===== src/rtl/mmio_timer_responder_pkg.sv =====
// Shared definitions for the MMIO timer: register indices, CTRL field
// positions, MODE encodings, FSM states and a byte-lane merge helper.
package mmio_timer_responder_pkg;

   localparam logic [1:0] TMR_CTRL   = 2'd0;
   localparam logic [1:0] TMR_PRESET = 2'd1;
   localparam logic [1:0] TMR_COUNT  = 2'd2;
   localparam logic [1:0] TMR_ACK    = 2'd3;

   localparam int CTRL_EN_BIT   = 0;
   localparam int CTRL_MODE_LSB = 1;
   localparam int CTRL_MODE_MSB = 2;
   localparam int CTRL_IM_BIT   = 3;
   localparam int CTRL_W        = 4;

   typedef enum logic [1:0] {
      TMR_ONESHOT = 2'b00,
      TMR_RELOAD  = 2'b01
   } tmr_mode_e;

   typedef enum logic [1:0] {
      ST_IDLE = 2'd0,
      ST_LOAD = 2'd1,
      ST_CNT  = 2'd2,
      ST_INT  = 2'd3
   } tmr_state_e;

   function automatic logic [31:0] lane_merge(input logic [31:0] old_val,
                                              input logic [31:0] new_val,
                                              input logic [3:0]  be);
      logic [31:0] r;
      r = old_val;
      for (int i = 0; i < 4; i++) begin
         if (be[i]) r[8*i +: 8] = new_val[8*i +: 8];
      end
      return r;
   endfunction

endpackage


===== src/rtl/mmio_timer_responder_if.sv =====
// Processor M-stage data port as seen by a memory-mapped responder.
interface mmio_timer_responder_if;
   logic [31:0] m_data_addr;
   logic [31:0] m_data_wdata;
   logic [3:0]  m_data_byteen;
   logic [31:0] m_data_rdata;
   logic        hit;

   modport master (
      output m_data_addr, m_data_wdata, m_data_byteen,
      input  m_data_rdata, hit
   );

   modport slave (
      input  m_data_addr, m_data_wdata, m_data_byteen,
      output m_data_rdata, hit
   );
endinterface


===== src/rtl/mmio_timer_responder_timer_core.sv =====
// Down-counting timer FSM: owns COUNT and irq_flag, asks the register
// block to drop EN when a one-shot run expires.
module timer_core
   import mmio_timer_responder_pkg::*;
#(
   parameter int WIDTH = 32
) (
   input  logic             clk,
   input  logic             reset,
   input  logic             en,
   input  logic [1:0]       mode,
   input  logic [WIDTH-1:0] preset,
   input  logic             clear_irq,
   input  logic             force_idle,
   output logic [WIDTH-1:0] count,
   output logic             irq_flag,
   output logic             clr_en
);

   tmr_state_e       state_q, state_d;
   logic [WIDTH-1:0] count_q, count_d;
   logic             irq_flag_q, irq_flag_d;
   logic             expire;

   assign expire = (count_q <= WIDTH'(1));

   always_ff @(posedge clk or posedge reset) begin
      if (reset) begin
         state_q    <= ST_IDLE;
         count_q    <= '0;
         irq_flag_q <= 1'b0;
      end else begin
         state_q    <= state_d;
         count_q    <= count_d;
         irq_flag_q <= irq_flag_d;
      end
   end

   always_comb begin
      state_d = state_q;
      case (state_q)
         ST_IDLE: if (en) state_d = ST_LOAD;
         ST_LOAD: state_d = ST_CNT;
         ST_CNT: begin
            if (!en)         state_d = ST_IDLE;
            else if (expire) state_d = ST_INT;
         end
         ST_INT:  state_d = (mode == TMR_RELOAD) ? ST_LOAD : ST_IDLE;
         default: state_d = ST_IDLE;
      endcase
      // A CPU write of EN=0 wins over wherever the FSM was heading.
      if (force_idle && (state_q == ST_CNT || state_q == ST_INT))
         state_d = ST_IDLE;
   end

   always_comb begin
      count_d    = count_q;
      irq_flag_d = irq_flag_q;
      clr_en     = 1'b0;
      case (state_q)
         ST_LOAD: count_d = preset;
         ST_CNT: begin
            if (en && !force_idle) begin
               if (expire) begin
                  count_d    = '0;
                  irq_flag_d = 1'b1;
               end else begin
                  count_d = count_q - WIDTH'(1);
               end
            end
         end
         ST_INT: begin
            if (mode == TMR_RELOAD) irq_flag_d = 1'b0;
            else                    clr_en     = 1'b1;
         end
         default: begin
         end
      endcase
      if (clear_irq) irq_flag_d = 1'b0;
   end

   assign count    = count_q;
   assign irq_flag = irq_flag_q;

endmodule


===== src/rtl/mmio_timer_responder.sv =====
// MMIO timer responder: address decode, byte-lane CTRL/PRESET writes, read mux.
// Optional MMIO_TIMER_IRQ_ACK_EN turns word 3 into an irq_flag ACK register.
module mmio_timer_responder
   import mmio_timer_responder_pkg::*;
#(
   parameter logic [31:0] BASE  = 32'h0000_7F00,
   parameter int          WIDTH = 32
) (
   input  logic                         clk,
   input  logic                         reset,
   mmio_timer_responder_if.slave        bus,
   output logic                         irq
);

   logic [CTRL_W-1:0] ctrl_q, ctrl_d;
   logic [WIDTH-1:0]  preset_q, preset_d;
   logic              irq_q, irq_d;

   logic              hit_w;
   logic [1:0]        widx;
   logic              wr_any, ctrl_wr, preset_wr;
   logic              clear_irq, force_idle, clr_en, irq_flag;
   logic [WIDTH-1:0]  count;
   logic [31:0]       preset_merged;
   logic [31:0]       rdata_w;
   logic              addr_lsb_unused;

   assign hit_w           = (bus.m_data_addr[31:4] == BASE[31:4]);
   assign widx            = bus.m_data_addr[3:2];
   assign addr_lsb_unused = ^bus.m_data_addr[1:0];
   assign wr_any          = hit_w && (bus.m_data_byteen != 4'b0000);
   assign ctrl_wr         = wr_any && (widx == TMR_CTRL);
   assign preset_wr       = wr_any && (widx == TMR_PRESET);

   // All CTRL fields live in byte lane 0; other lanes are not stored.
   assign force_idle = ctrl_wr && bus.m_data_byteen[0] && !bus.m_data_wdata[CTRL_EN_BIT];

`ifdef MMIO_TIMER_IRQ_ACK_EN
   assign clear_irq = wr_any && (widx == TMR_ACK);
`else
   assign clear_irq = ctrl_wr;
`endif

   assign preset_merged = lane_merge(32'(preset_q), bus.m_data_wdata, bus.m_data_byteen);

   always_comb begin
      ctrl_d = ctrl_q;
      if (clr_en) ctrl_d[CTRL_EN_BIT] = 1'b0;
      if (ctrl_wr && bus.m_data_byteen[0]) ctrl_d = bus.m_data_wdata[CTRL_W-1:0];
      preset_d = preset_wr ? preset_merged[WIDTH-1:0] : preset_q;
      irq_d    = irq_flag & ctrl_q[CTRL_IM_BIT];
   end

   always_ff @(posedge clk or posedge reset) begin
      if (reset) begin
         ctrl_q   <= '0;
         preset_q <= '0;
         irq_q    <= 1'b0;
      end else begin
         ctrl_q   <= ctrl_d;
         preset_q <= preset_d;
         irq_q    <= irq_d;
      end
   end

   timer_core #(.WIDTH(WIDTH)) u_core (
      .clk        (clk),
      .reset      (reset),
      .en         (ctrl_q[CTRL_EN_BIT]),
      .mode       (ctrl_q[CTRL_MODE_MSB:CTRL_MODE_LSB]),
      .preset     (preset_q),
      .clear_irq  (clear_irq),
      .force_idle (force_idle),
      .count      (count),
      .irq_flag   (irq_flag),
      .clr_en     (clr_en)
   );

   always_comb begin
      rdata_w = 32'h0;
      if (hit_w) begin
         case (widx)
            TMR_CTRL:   rdata_w = 32'(ctrl_q);
            TMR_PRESET: rdata_w = 32'(preset_q);
            TMR_COUNT:  rdata_w = 32'(count);
`ifdef MMIO_TIMER_IRQ_ACK_EN
            TMR_ACK:    rdata_w = {31'b0, irq_flag};
`endif
            default:    rdata_w = 32'h0;
         endcase
      end
   end

   assign bus.m_data_rdata = rdata_w;
   assign bus.hit          = hit_w;
   assign irq              = irq_q;

endmodule


===== src/flat_wrapper.sv =====
// flat-port wrapper written by rule: the top's interface ports become plain ports
module mmio_timer_responder_flat import mmio_timer_responder_pkg::*;
#(
   parameter logic [31:0] BASE  = 32'h0000_7F00,
   parameter int          WIDTH = 32
)
  (clk, reset, irq, bus_m_data_addr, bus_m_data_wdata, bus_m_data_byteen, bus_m_data_rdata, bus_hit);
  mmio_timer_responder_if bus_i ();
  input  logic clk;
  input  logic reset;
  output logic irq;
  input wire logic [$bits(bus_i.m_data_addr)-1:0] bus_m_data_addr;
  input wire logic [$bits(bus_i.m_data_wdata)-1:0] bus_m_data_wdata;
  input wire logic [$bits(bus_i.m_data_byteen)-1:0] bus_m_data_byteen;
  output wire logic [$bits(bus_i.m_data_rdata)-1:0] bus_m_data_rdata;
  output wire logic [$bits(bus_i.hit)-1:0] bus_hit;
  assign bus_i.m_data_addr = bus_m_data_addr;
  assign bus_i.m_data_wdata = bus_m_data_wdata;
  assign bus_i.m_data_byteen = bus_m_data_byteen;
  assign bus_m_data_rdata = bus_i.m_data_rdata;
  assign bus_hit = bus_i.hit;
  mmio_timer_responder #(.BASE(BASE), .WIDTH(WIDTH)) u_core (.clk(clk), .reset(reset), .bus(bus_i), .irq(irq));
endmodule

===== config.mk =====
export PLATFORM = sky130hd
export DESIGN_NAME = mmio_timer_responder_flat
export DESIGN_NICKNAME = d
export VERILOG_FILES = /design/src/rtl/mmio_timer_responder_pkg.sv /design/src/rtl/mmio_timer_responder_if.sv /design/src/rtl/mmio_timer_responder_timer_core.sv /design/src/rtl/mmio_timer_responder.sv /design/src/flat_wrapper.sv
export SDC_FILE = /design/constraint.sdc
export NUM_CORES = 1
export LEC_CHECK = 0
export ABC_AREA = 1
export BUFFER_PORTS_ARGS = -buffer_cell sky130_fd_sc_hd__buf_2
export CAP_MARGIN = 20
export CORE_MARGIN = 1
export CORE_UTILIZATION = 54
export DETAILED_ROUTE_END_ITERATION = 8
export GPL_ROUTABILITY_DRIVEN = 0
export HOLD_SLACK_MARGIN = 0.06
export PLACE_DENSITY = 0.89
export SYNTH_ARGS = -nofsm -noshare
export SYNTH_HDL_FRONTEND = slang
export SYNTH_SLANG_ARGS = --single-unit
export TNS_END_PERCENT = 100

===== constraint.sdc =====
create_clock -name clk -period 2.8 [get_ports clk]
set_input_delay 0.28 -clock clk [delete_from_list [all_inputs] [get_ports clk]]
set_output_delay 0.28 -clock clk [all_outputs]
set_load 0.005 [all_outputs]

Yosys cells after proc, flatten, opt, wreduce, memory -nomap -nowiden. Index checks and enable logic that the tools add are counted.

Order comparisons: 1. Bitwise logic cells: 1. Mux-type cells: 20. Reductions and logical operators: 23. Equal/unequal tests: 13. Add/subtract/negate cells: 1.

Operators by type and width (count): 32-bit two-way mux (3); 32-bit one-hot mux with 3 select lines (1); 32-bit one-hot mux with 2 select lines (1); 32-bit by 1-bit less-or-equal comparator with 1-bit output, second input constant (1); 32-bit by 1-bit subtractor with 32-bit output, second input constant (1); 28-bit by 11-bit equality test with 1-bit output, second input constant (1); 2-bit AND reduction (6); 1-bit two-way mux (9); 2-bit two-way mux (4); 2-bit one-hot mux with 4 select lines (1); 1-bit logical AND (7); 2-bit by 1-bit equality test with 1-bit output, second input constant (3); 2-bit equality test, second input constant (3); 3-bit by 1-bit inequality test with 1-bit output, second input constant (2); 3-bit by 2-bit inequality test with 1-bit output, second input constant (2); 2-bit logical NOT (2); 4-bit inequality test, second input constant (1); 4-bit AND reduction (1); 2-bit nonzero test (2); 4-bit nonzero test (1); 3-bit nonzero test (1); 1-bit logical NOT (2); 2-bit by 1-bit inequality test with 1-bit output, second input constant (1); 1-bit one-hot mux with 2 select lines (1); 2 further kinds (2).

Bits in registers: 72. Output and inout port bits: 34. Input bits: 70. Logic and storage cells: 69.

Logic depth before layout (Yosys ltp). Gate-level depths: netlist of run 1.

Depth in word-level cells: 10. Gate-level depth with buffers: 14. Depth with buffers taken out: 13.

Hierarchy. Synthesis of run 1 repeated with hierarchy kept, for this count alone.

Cells, all modules: 716. Area total of the unflattened synthesis: 4999.8 sq um.

Modules (own cells, without submodules): timer_core (instances 1, area each 2625.0 sq um, sequential area each 875.8 sq um, cells each 395); mmio_timer_responder (instances 1, area each 2374.8 sq um, sequential area each 925.9 sq um, cells each 321).

Least setup slack after synthesis of run 1. No wires, ideal clock.

Path kind: register -> register. Start: register u_core.u_core.count_q[0], in the netlist u_core.u_core.count[0]. End: register u_core.u_core.count_q[21], in the netlist u_core.u_core.count[21]. Setup time: 0.120 ns. Buffers on the path: 2. Arrival time: 1.728 ns. Path slack: 0.951 ns. Clock period less this slack: 1.849 ns. Required time: 2.680 ns. Cell stages (with the launch flop): 14. Cells stage by stage: dfrtp_1 -> inv_1 -> ha_1 -> nand2_4 -> nor2_8 -> nand2_4 -> nor2_2 -> nor2_2 -> nand2_2 -> buf_6 -> buf_6 -> a21oi_1 -> o21ai_1 -> nand2_1.

Word-level cells in the longest chain between the ends: 4. Elaborated cells between the ends (all ways): 5. Classes of those cells: 1 x add/sub; 1 x order compare; 3 x mux.

Ends and longest elaborated chain: from (decl) (RTL line mmio_timer_responder_timer_core.sv:21) `logic [WIDTH-1:0] count_q, count_d;`; from (signal assigned) (RTL line mmio_timer_responder_timer_core.sv:34) `count_q <= count_d;`; 32-bit by 1-bit subtractor with 32-bit output / 32-bit by 1-bit less-or-equal comparator with 1-bit output (equally long branches) (RTL line mmio_timer_responder_timer_core.sv:68, mmio_timer_responder_timer_core.sv:25); 32-bit two-way mux (*) (RTL line mmio_timer_responder_timer_core.sv:64) `if (expire) begin`; 32-bit two-way mux (*) (RTL line mmio_timer_responder_timer_core.sv:63) `if (en && !force_idle) begin`; 32-bit one-hot mux with 2 select lines (*) (RTL line mmio_timer_responder_timer_core.sv:60) `case (state_q)`.

Every way passes the cells marked *; elsewhere a longest branch is shown, timed or not. The select of a mux whose other input is x is not followed. A chain may end at the register's enable or synchronous reset.

Worst setup path in the final report of run 1.
Start: register u_core.u_core.count_q[0], in the netlist u_core.u_core.count[0]. End: register u_core.u_core.count_q[14], in the netlist u_core.u_core.count[14].

Same word-level chain as after synthesis.

==> reports/metrics.yaml, run 1 <==
cts.path.max_buffers: 2
die_area_sq_um: 9285
ys_seq_area_frac: 0.3747
irDropWorstVdd_mv: 0.1781
placed_cells: 887
area.growth.synth_to_final_pct: 15.35
ant_nets: 0
r2r-start: "u_core.u_core.count[0]"
swShare: 0.2492
setup_tns_ns: 0
power.net_switching_mw: 0.4734
worstHoldPathType: "in2reg"
overflow: 0
viasPerCell: 5.103
critPathMaxStageDelay_ns: 0.41
hold_viol_final: 0
maxSlewViolCount: 0
stdcell_count: 904
cts-root-buf: "clkbuf_8"
diodes: 0
cp.required_ns: 3.03
power.internal_mw: 1.426
crit_family: "simple AND/OR/NAND/NOR gates"
cellPowerDensity_nw_per_um2: 342.5
grtUsageTotal: 0.2637
end_kind: "flip-flop"
worstPathArrival_ns: 2.46
place_hpwl_mm: 8.184
critPathCapture: "u_core.u_core.count[14]"
htreeDepth: 3
drt_iter0_markers: 226
p_leak_nw: 3.022
clk_pin_slew_ns: 0.08
grt_pass1_vias: 4252
path_depth: 12
finalSetupViolCount: 0
final_common_cell: "nand2_1"
tightest_slew_ns: 0.5346
synth_cell_types: 32
rows: 34
crit_chain: "inv_1, ha_1, nand2_4, nor2_8, nand2_4, nor2_2, nor2_2, nand2_2, buf_4, nor2_1, a21oi_1, o21ai_1"
drt_pass1_iterations: 5
core_sq_um: 8678
finalCritPeriodShare: 0.7949
synth_area_sq_um: 4808
synth-seq-cells: 72
path_class: "reg2reg"
drc_errors: 0
reg2reg_to: "u_core.u_core.count[14]"
fin_nets: 863
die_w_microns: 96.36
wl_mm: 11.26
grt_max_degree: 36
rsz0062_at_grt: "no"
finClkSkew_ns: 0.006954
crit_path_start: "u_core.u_core.count[0]"
clkSinkCount: 72
port_buffers: 101
outcome: "finished, final reports clean"
cts_tree: "yes"
r2r_slack_ns: 0.57
syn_nets: 766
path_buf_inv: 2
maxSlewHeadroom: 0.6432
timing.final.crit_period_ns: 2.226
final_cell_mix: "240 x nand2_1, 101 x buf_2, 74 x nor2_1, 72 x dfrtp_1, 69 x inv_1"
vias: 4613
yosys_warnings: 0
fmax_mhz: 449.3
cp_max_fo: 15
die_h_microns: 96.36
wl_per_cell_microns: 12.45
syn_inst: 694
maxCapViolations: 0
grt_pass1_wl_mm: 18.74
initial_core_util: 0.5541
seqPwrFrac: 0.547
io_pins: 104
worst_skew_pair.late_latency_ns: 0.36
n_fill_cell: 777
synth_area_per_cell_sq_um: 6.928
p_comb_frac: 0.063
antenna_found_initial: 0
r2r_cells: 12
pwr-share-clk: 0.390
critPathLaunchType: "flip-flop"
numCtsBuffers: 9
layout-drive-gt1-share: 0.2399
cpMaxStageDelayCell: "dfrtp_1"
-- cells in the mapped netlist, drive strengths merged --
master,n,area share
o31ai,1,0.0026
o22ai,6,0.0078
nor2,89,0.083
o21ai,74,0.10
ha,2,0.0052
clkbuf,12,0.0094
or2,2,0.0026
a31oi,2,0.0026
nor4,1,0.0013
dfrtp,72,0.37
nor3,6,0.0062
xnor2,6,0.011
o21bai,1,0.0016
a22oi,4,0.0062
nand2,246,0.20
buf,13,0.021
xor2,18,0.033
a21oi,40,0.042
nand4,5,0.0065
inv,74,0.058
nand3,20,0.026
-- layer usage --
layer	GRT usage	up-vias	part of all wire
met1	0.3307	2073	0.46
met2	0.4486	143	0.47
met3	0.06319	19	0.056
met5	0	-	0
met4	0.08088	0	0.017
li1	-	2378	-
-- worst min path at each step --
stage / startpoint / end / slack [ns] / cells after the start
floorplan: bus_m_data_wdata[10] / u_core.preset_q[10] / 0.42 / 2
global placement: reset / u_core.preset_q[5] / 0.21 / 2
detailed placement: reset / u_core.preset_q[5] / 0.21 / 2
CTS: bus_m_data_wdata[21] / u_core.preset_q[21] / 0.15 / 3
global route: bus_m_data_wdata[15] / u_core.preset_q[15] / 0.15 / 3
finish: bus_m_data_wdata[21] / u_core.preset_q[21] / 0.15 / 3
-- power groups by stage --
stage	Clock [mW]	Sequential, mW	Combinational (mW)
final	0.741	1.04	0.120
after global routing	0.794	1.04	0.139
after CTS	0.741	1.04	0.123
after detailed placement	0	1.06	0.121
after global placement	0	1.06	0.118
after floorplan	0	1.06	0.0546
-- flip-flops by register name, summed over array words and instances (netlist names) --
| signal | cells |
|---|---|
| u_core.ctrl_q | 4 |
| u_core.irq | 1 |
| u_core.preset_q | 32 |
| u_core.u_core.count | 32 |
| u_core.u_core.irq_flag | 1 |
| u_core.u_core.state_q | 2 |
-- cell type report --
class	count	area (sq um)	share of cell area
tap	108	135.1	0.02436
inverter	74	277.8	0.05008
clock buffer	12	145.1	0.02617
sequential	72	1802	0.3248
multi-input combinational	523	2584	0.4658
clock inverter	4	20.02	0.003609
timing repair buffer	111	583.1	0.1051
-- stage by stage --
stage | power (mW) | util | hold slack [ns] | cell area (sq um) | setup slack (ns)
finish | 1.900 | 0.6391 | 0.1517 | 5547 | 0.5743
CTS | 1.902 | 0.6391 | 0.1471 | 5547 | 0.5696
floorplan | 1.114 | - | 0.4221 | 4808 | 0.6951
global placement | 1.178 | 0.6189 | 0.2085 | 5371 | 0.6200
detailed placement | 1.181 | 0.6189 | 0.2101 | 5371 | 0.5790
global route | 1.972 | 0.6391 | 0.1456 | 5547 | 0.3856
-- worst min-delay path: stages --
cell and delay, ns:
buf_2 0.09, inv_1 0.05, o21ai_2 0.05
-- kinds of logic (layout without fill, tap and decap cells) --
kind of cell | Yosys count | in the layout | synth area share
xor+xnor | 24 | 24 | 0.04372
simple gates | 369 | 369 | 0.3227
fa+ha+maj | 2 | 2 | 0.005203
flops | 72 | 72 | 0.3747
buf+inv | 99 | 201 | 0.08847
compound gates | 128 | 128 | 0.1652
-- what timing repair did --
action                                  CTS  global route
endpoints found under the setup margin    0             0
resized for setup                         0             0
hold buffers                              1             0
setup buffers                             0             0
hold endpoints to repair                  9             0
No activity file was read; power rests on OpenSTA's default activity.
==> run 2: changes to the inputs <==
==> constraint.sdc (replaced) <==
create_clock -name clk -period 2.05 [get_ports clk]
set_input_delay 0.205 -clock clk [delete_from_list [all_inputs] [get_ports clk]]
set_output_delay 0.205 -clock clk [all_outputs]
set_load 0.005 [all_outputs]
==> reports/metrics.yaml, run 2 (synthesis gave the netlist of run 1 again) <==
p_leak_nw: 3.108
rsz0062_at_grt: "no"
numCtsBuffers: 9
cellPowerDensity_nw_per_um2: 443.8
r2r_slack_ns: 0.15
cpMostUsedCell: "nor2_1"
wl_mm: 11.62
maxSlewHeadroom: 0.7245
overflow: 0
crit_path_start: "u_core.u_core.count[0]"
p_comb_frac: 0.066
grtUsageTotal: 0.2679
tightest_slew_ns: 0.4128
swShare: 0.2472
worstPathArrival_ns: 2.17
cts-root-buf: "clkbuf_8"
critPathCapture: "u_core.u_core.count[30]"
vias: 4770
post_cts_buffers: 0
cts_tree: "yes"
hold_viol_final: 0
grt_pass1_wl_mm: 19.30
r2r-start: "u_core.u_core.count[0]"
layout-drive-gt1-share: 0.2645
timing.final.crit_period_ns: 1.901
setup_tns_ns: 0
maxCapViolations: 0
drt_iter0_markers: 324
diodes: 0
final_cell_mix: "240 x nand2_1, 101 x buf_2, 71 x nor2_1, 69 x inv_1, 68 x dfrtp_1"
clkSinkCount: 72
htreeDepth: 3
critPathMaxStageDelay_ns: 0.41
drt_pass1_iterations: 5
rows: 34
fmax_mhz: 526.0
path_class: "reg2reg"
maxSlewViolCount: 0
die_w_microns: 96.36
die_h_microns: 96.36
finalCritPeriodShare: 0.9273
power.internal_mw: 1.909
n_fill_cell: 791
initial_core_util: 0.5541
viasPerCell: 5.202
grt_max_degree: 73
total_power_mw: 2.536
core_sq_um: 8678
io_pins: 104
reg2reg_to: "u_core.u_core.count[30]"
multi_input_area_sq_um: 2614
path_buf_inv: 1
power.net_switching_mw: 0.6271
port_buffers: 101
cts.path.max_buffers: 2
path_depth: 9
cp_max_fo: 3
antenna_found_initial: 0
seq_area_sq_um: 1807
place_hpwl_mm: 8.378
ant_nets: 0
die_area_sq_um: 9285
grt_pass1_vias: 4304
finalSetupViolCount: 0
drc_errors: 0
critPathLaunchType: "flip-flop"
clk_pin_slew_ns: 0.08
outcome: "finished, final reports clean"
r2r_cells: 9
cpMaxStageDelayCell: "dfrtp_1"
seqPwrFrac: 0.560
crit_family: "simple AND/OR/NAND/NOR gates"
pwr-share-clk: 0.374
cp.required_ns: 2.32
end_kind: "flip-flop"
crit_chain: "inv_1, ha_2, nand2_4, nor2_1, nand2_1, nor2_1, xor2_1, a22oi_1, o21ai_0"
wl_per_cell_microns: 12.68
worst_skew_pair.late_latency_ns: 0.35
worstHoldPathType: "in2reg"
area.growth.synth_to_final_pct: 18.87
irDropWorstVdd_mv: 0.2406
finClkSkew_ns: 0.006125
fin_nets: 877
final_common_cell: "nand2_1"
[run 2: metal layers]
| layer | up-vias | track usage | wire length [microns] |
|---|---|---|---|
| met5 | - | 0 | 0 |
| met1 | 2198 | 0.3391 | 5058 |
| met4 | 0 | 0.08946 | 197 |
| li1 | 2402 | - | - |
| met2 | 151 | 0.4681 | 5650 |
| met3 | 19 | 0.03791 | 717 |
[run 2: worst register-to-register path, cell delays in order, from the launching register on]
cell     delay, ns
dfrtp_1       0.41
inv_1         0.10
ha_2          0.22
nand2_4       0.08
nor2_1        0.26
nand2_1       0.18
nor2_1        0.19
xor2_1        0.16
a22oi_1       0.08
o21ai_0       0.15
[run 2: how the worst min path moves through the flow]
stage                              start                  end  slack, ns  depth (start not counted)
CTS                 bus_m_data_wdata[18]  u_core.preset_q[18]       0.08                          3
floorplan           bus_m_data_wdata[10]  u_core.preset_q[10]       0.35                          2
detailed placement                 reset   u_core.preset_q[7]       0.32                          3
global placement                   reset   u_core.preset_q[9]       0.31                          3
global route        bus_m_data_wdata[15]  u_core.preset_q[15]        0.1                          3
finish              bus_m_data_wdata[18]  u_core.preset_q[18]       0.09                          3
[run 2: what timing repair did]
action / CTS / global route
setup endpoints to repair: 0 / 9
gates resized for setup: 0 / 13
hold endpoints to repair: 72 / 0
hold buffers: 1 / 0
[run 2: layout make-up]
class	instances	area share
clock inverter	5	0.004378
inverter	74	0.04860
clock buffer	10	0.02233
multi-input combinational	523	0.4573
tap	108	0.02364
timing repair buffer	125	0.1276
sequential	72	0.3161
[run 2: power groups by stage]
stage | clock, mW | combinational [mW] | sequential, mW
6_report | 0.949 | 0.169 | 1.42
4_1_cts | 0.961 | 0.172 | 1.42
2_1_floorplan | 0 | 0.0745 | 1.45
3_3_place_gp | 0 | 0.167 | 1.45
3_5_place_dp | 0 | 0.170 | 1.45
5_1_grt | 1.02 | 0.195 | 1.42
[run 2: metrics by stage]
step	instance area [sq um]	util	instances	setup WS [ns]	hold WS, ns
after CTS	5677	0.6541	917	0.06875	0.08140
after global placement	5514	0.6354	901	0.1635	0.3124
after floorplan	4808	-	694	0.02008	0.3471
after detailed placement	5514	0.6354	901	0.1110	0.3204
final	5715	0.6586	917	0.1490	0.08654
after global routing	5715	0.6586	917	0.005291	0.09521
==> run 3: changes to the inputs <==
--- a/config.mk
+++ b/config.mk
@@ -12,7 +12,9 @@
 export CORE_UTILIZATION = 54
 export DETAILED_ROUTE_END_ITERATION = 8
 export GPL_ROUTABILITY_DRIVEN = 0
+export GPL_TIMING_DRIVEN = 0
 export HOLD_SLACK_MARGIN = 0.06
+export MAX_ROUTING_LAYER = met4
 export PLACE_DENSITY = 0.89
 export SYNTH_ARGS = -nofsm -noshare
 export SYNTH_HDL_FRONTEND = slang
==> reports/metrics.yaml, run 3 (synthesis gave the netlist of run 1 again) <==
placed_cells: 903
clk_pin_slew_ns: 0.08
timing.final.crit_period_ns: 2.014
htreeDepth: 3
die_h_microns: 96.36
cellPowerDensity_nw_per_um2: 477.2
numCtsBuffers: 9
cts-root-buf: "clkbuf_8"
initial_core_util: 0.5541
critPathLaunchType: "flip-flop"
diodes: 0
outcome: "finished, final reports clean"
final_common_cell: "nand2_1"
stdcell_count: 928
core_sq_um: 8678
wl_mm: 13.38
wl_per_cell_microns: 14.42
cts_tree: "yes"
grt_pass1_vias: 4538
r2r_slack_ns: 0.04
rows: 34
antenna_found_initial: 0
p_leak_nw: 3.120
n_fill_cell: 748
drc_errors: 0
overflow: 0
drt_iter0_markers: 416
finClkSkew_ns: 0.005595
ant_nets: 0
setup_tns_ns: 0
layout-drive-gt1-share: 0.2817
finalSetupViolCount: 0
area.growth.synth_to_final_pct: 21.10
fmax_mhz: 496.4
maxCapViolations: 0
hold_viol_final: 0
finalCritPeriodShare: 0.9826
grtUsageTotal: 0.3020
cts.path.max_buffers: 2
total_power_mw: 2.779
r2r_cells: 12
fin_nets: 888
maxSlewHeadroom: 0.4080
worst_skew_pair.late_latency_ns: 0.36
holdBufCountCts: 0
rsz0062_at_grt: "yes"
end_kind: "flip-flop"
viasPerCell: 5.499
path_class: "reg2reg"
whs_ns: 0.04907
grt_max_degree: 73
final_cell_mix: "240 x nand2_1, 108 x buf_2, 67 x inv_1, 65 x nor2_1, 60 x dfrtp_1"
vias: 5103
place_hpwl_mm: 9.297
worstPathArrival_ns: 2.26
drt_pass1_iterations: 7
irDropWorstVdd_mv: 0.3162
io_pins: 104
clkSinkCount: 72
cp.required_ns: 2.30
worstHoldPathType: "in2async"
tightest_slew_ns: 0.8881
cp_max_fo: 10
die_area_sq_um: 9285
maxSlewViolCount: 0
port_buffers: 101
die_w_microns: 96.36
grt_pass1_wl_mm: 20.58
post-route-util: 0.6710
run 3: changes by cell type in the layout (fill, tap and decap cells not counted), moves of 4 or more:
cell,before,now
dfrtp_2,4,12
dfrtp_1,68,60
clkbuf_1,1,12
nor2_4,5,9
nor2_1,71,65
buf_2,101,108
buf_4,19,10
buf_6,1,5
run 3: per-stage QoR:
stage	setup slack (ns)	cell area, sq um
2_1_floorplan	0.02008	4808
3_3_place_gp	-0.8884	5449
3_5_place_dp	-0.07170	5451
4_1_cts	0.04387	5672
5_1_grt	-0.06611	5823
6_report	0.03567	5823
run 3: critical path: stages, from the launching register on:
cell,delay [ns]
dfrtp_2,0.45
nor2_4,0.16
nand2_1,0.12
nor2_4,0.18
nand2_1,0.11
nor2_2,0.16
nor2_4,0.07
nand2_2,0.07
buf_6,0.15
buf_8,0.15
a21oi_1,0.05
o21ai_1,0.17
nand2_1,0.06
run 3: final timing paths:
path,from,to
hold / removal,reset,u_core.preset_q[5]
max in group asynchronous,reset,u_core.u_core.count[14]
setup reg to reg,u_core.u_core.count[8],u_core.u_core.count[21]
min in group clk,bus_m_data_wdata[19],u_core.preset_q[19]
hold reg to reg,u_core.u_core.irq_flag,u_core.irq
setup / recovery,u_core.u_core.count[8],u_core.u_core.count[21]
run 3: repair_timing:
action                                  4_1_cts  5_1_grt
endpoints found under the hold margin         0        0
pin swaps                                     0        5
buffers inserted                              0       10
endpoints found under the setup margin       14       17
gates resized for setup                       4       30
run 3: where the power goes:
part | total (mW) | leakage, nW | internal (mW) | switching [mW]
Clock | 1.20 | 0.108 | 0.651 | 0.545
Sequential | 1.42 | 0.981 | 1.42 | 0.0000000784
Combinational | 0.164 | 2.03 | 0.0604 | 0.103
Total | 2.78 | 3.12 | 2.13 | 0.648
run 3: final cells by class:
| type | instances | area [sq um] | share of cell area |
|---|---|---|---|
| flip-flops and latches | 72 | 1817 | 0.3120 |
| plain buffers | 25 | 151.4 | 0.02600 |
| repair buffers | 111 | 580.6 | 0.09970 |
| multi-input cells | 523 | 2654 | 0.4557 |
| clock buffers | 12 | 165.2 | 0.02836 |
| well taps | 108 | 135.1 | 0.02321 |
| clock inverters | 3 | 40.04 | 0.006876 |
| inverters | 74 | 280.3 | 0.04813 |
run 3: per-layer routing:
| metal | wire length [microns] | GRT usage | vias to the layer above | share of wire |
|---|---|---|---|---|
| met5 | 0 | - | - | 0 |
| met4 | 445 | 0.1409 | 0 | 0.033 |
| met3 | 1036 | 0.03791 | 54 | 0.077 |
| met2 | 6401 | 0.4929 | 273 | 0.48 |
| met1 | 5494 | 0.3735 | 2344 | 0.41 |
| li1 | - | - | 2432 | - |
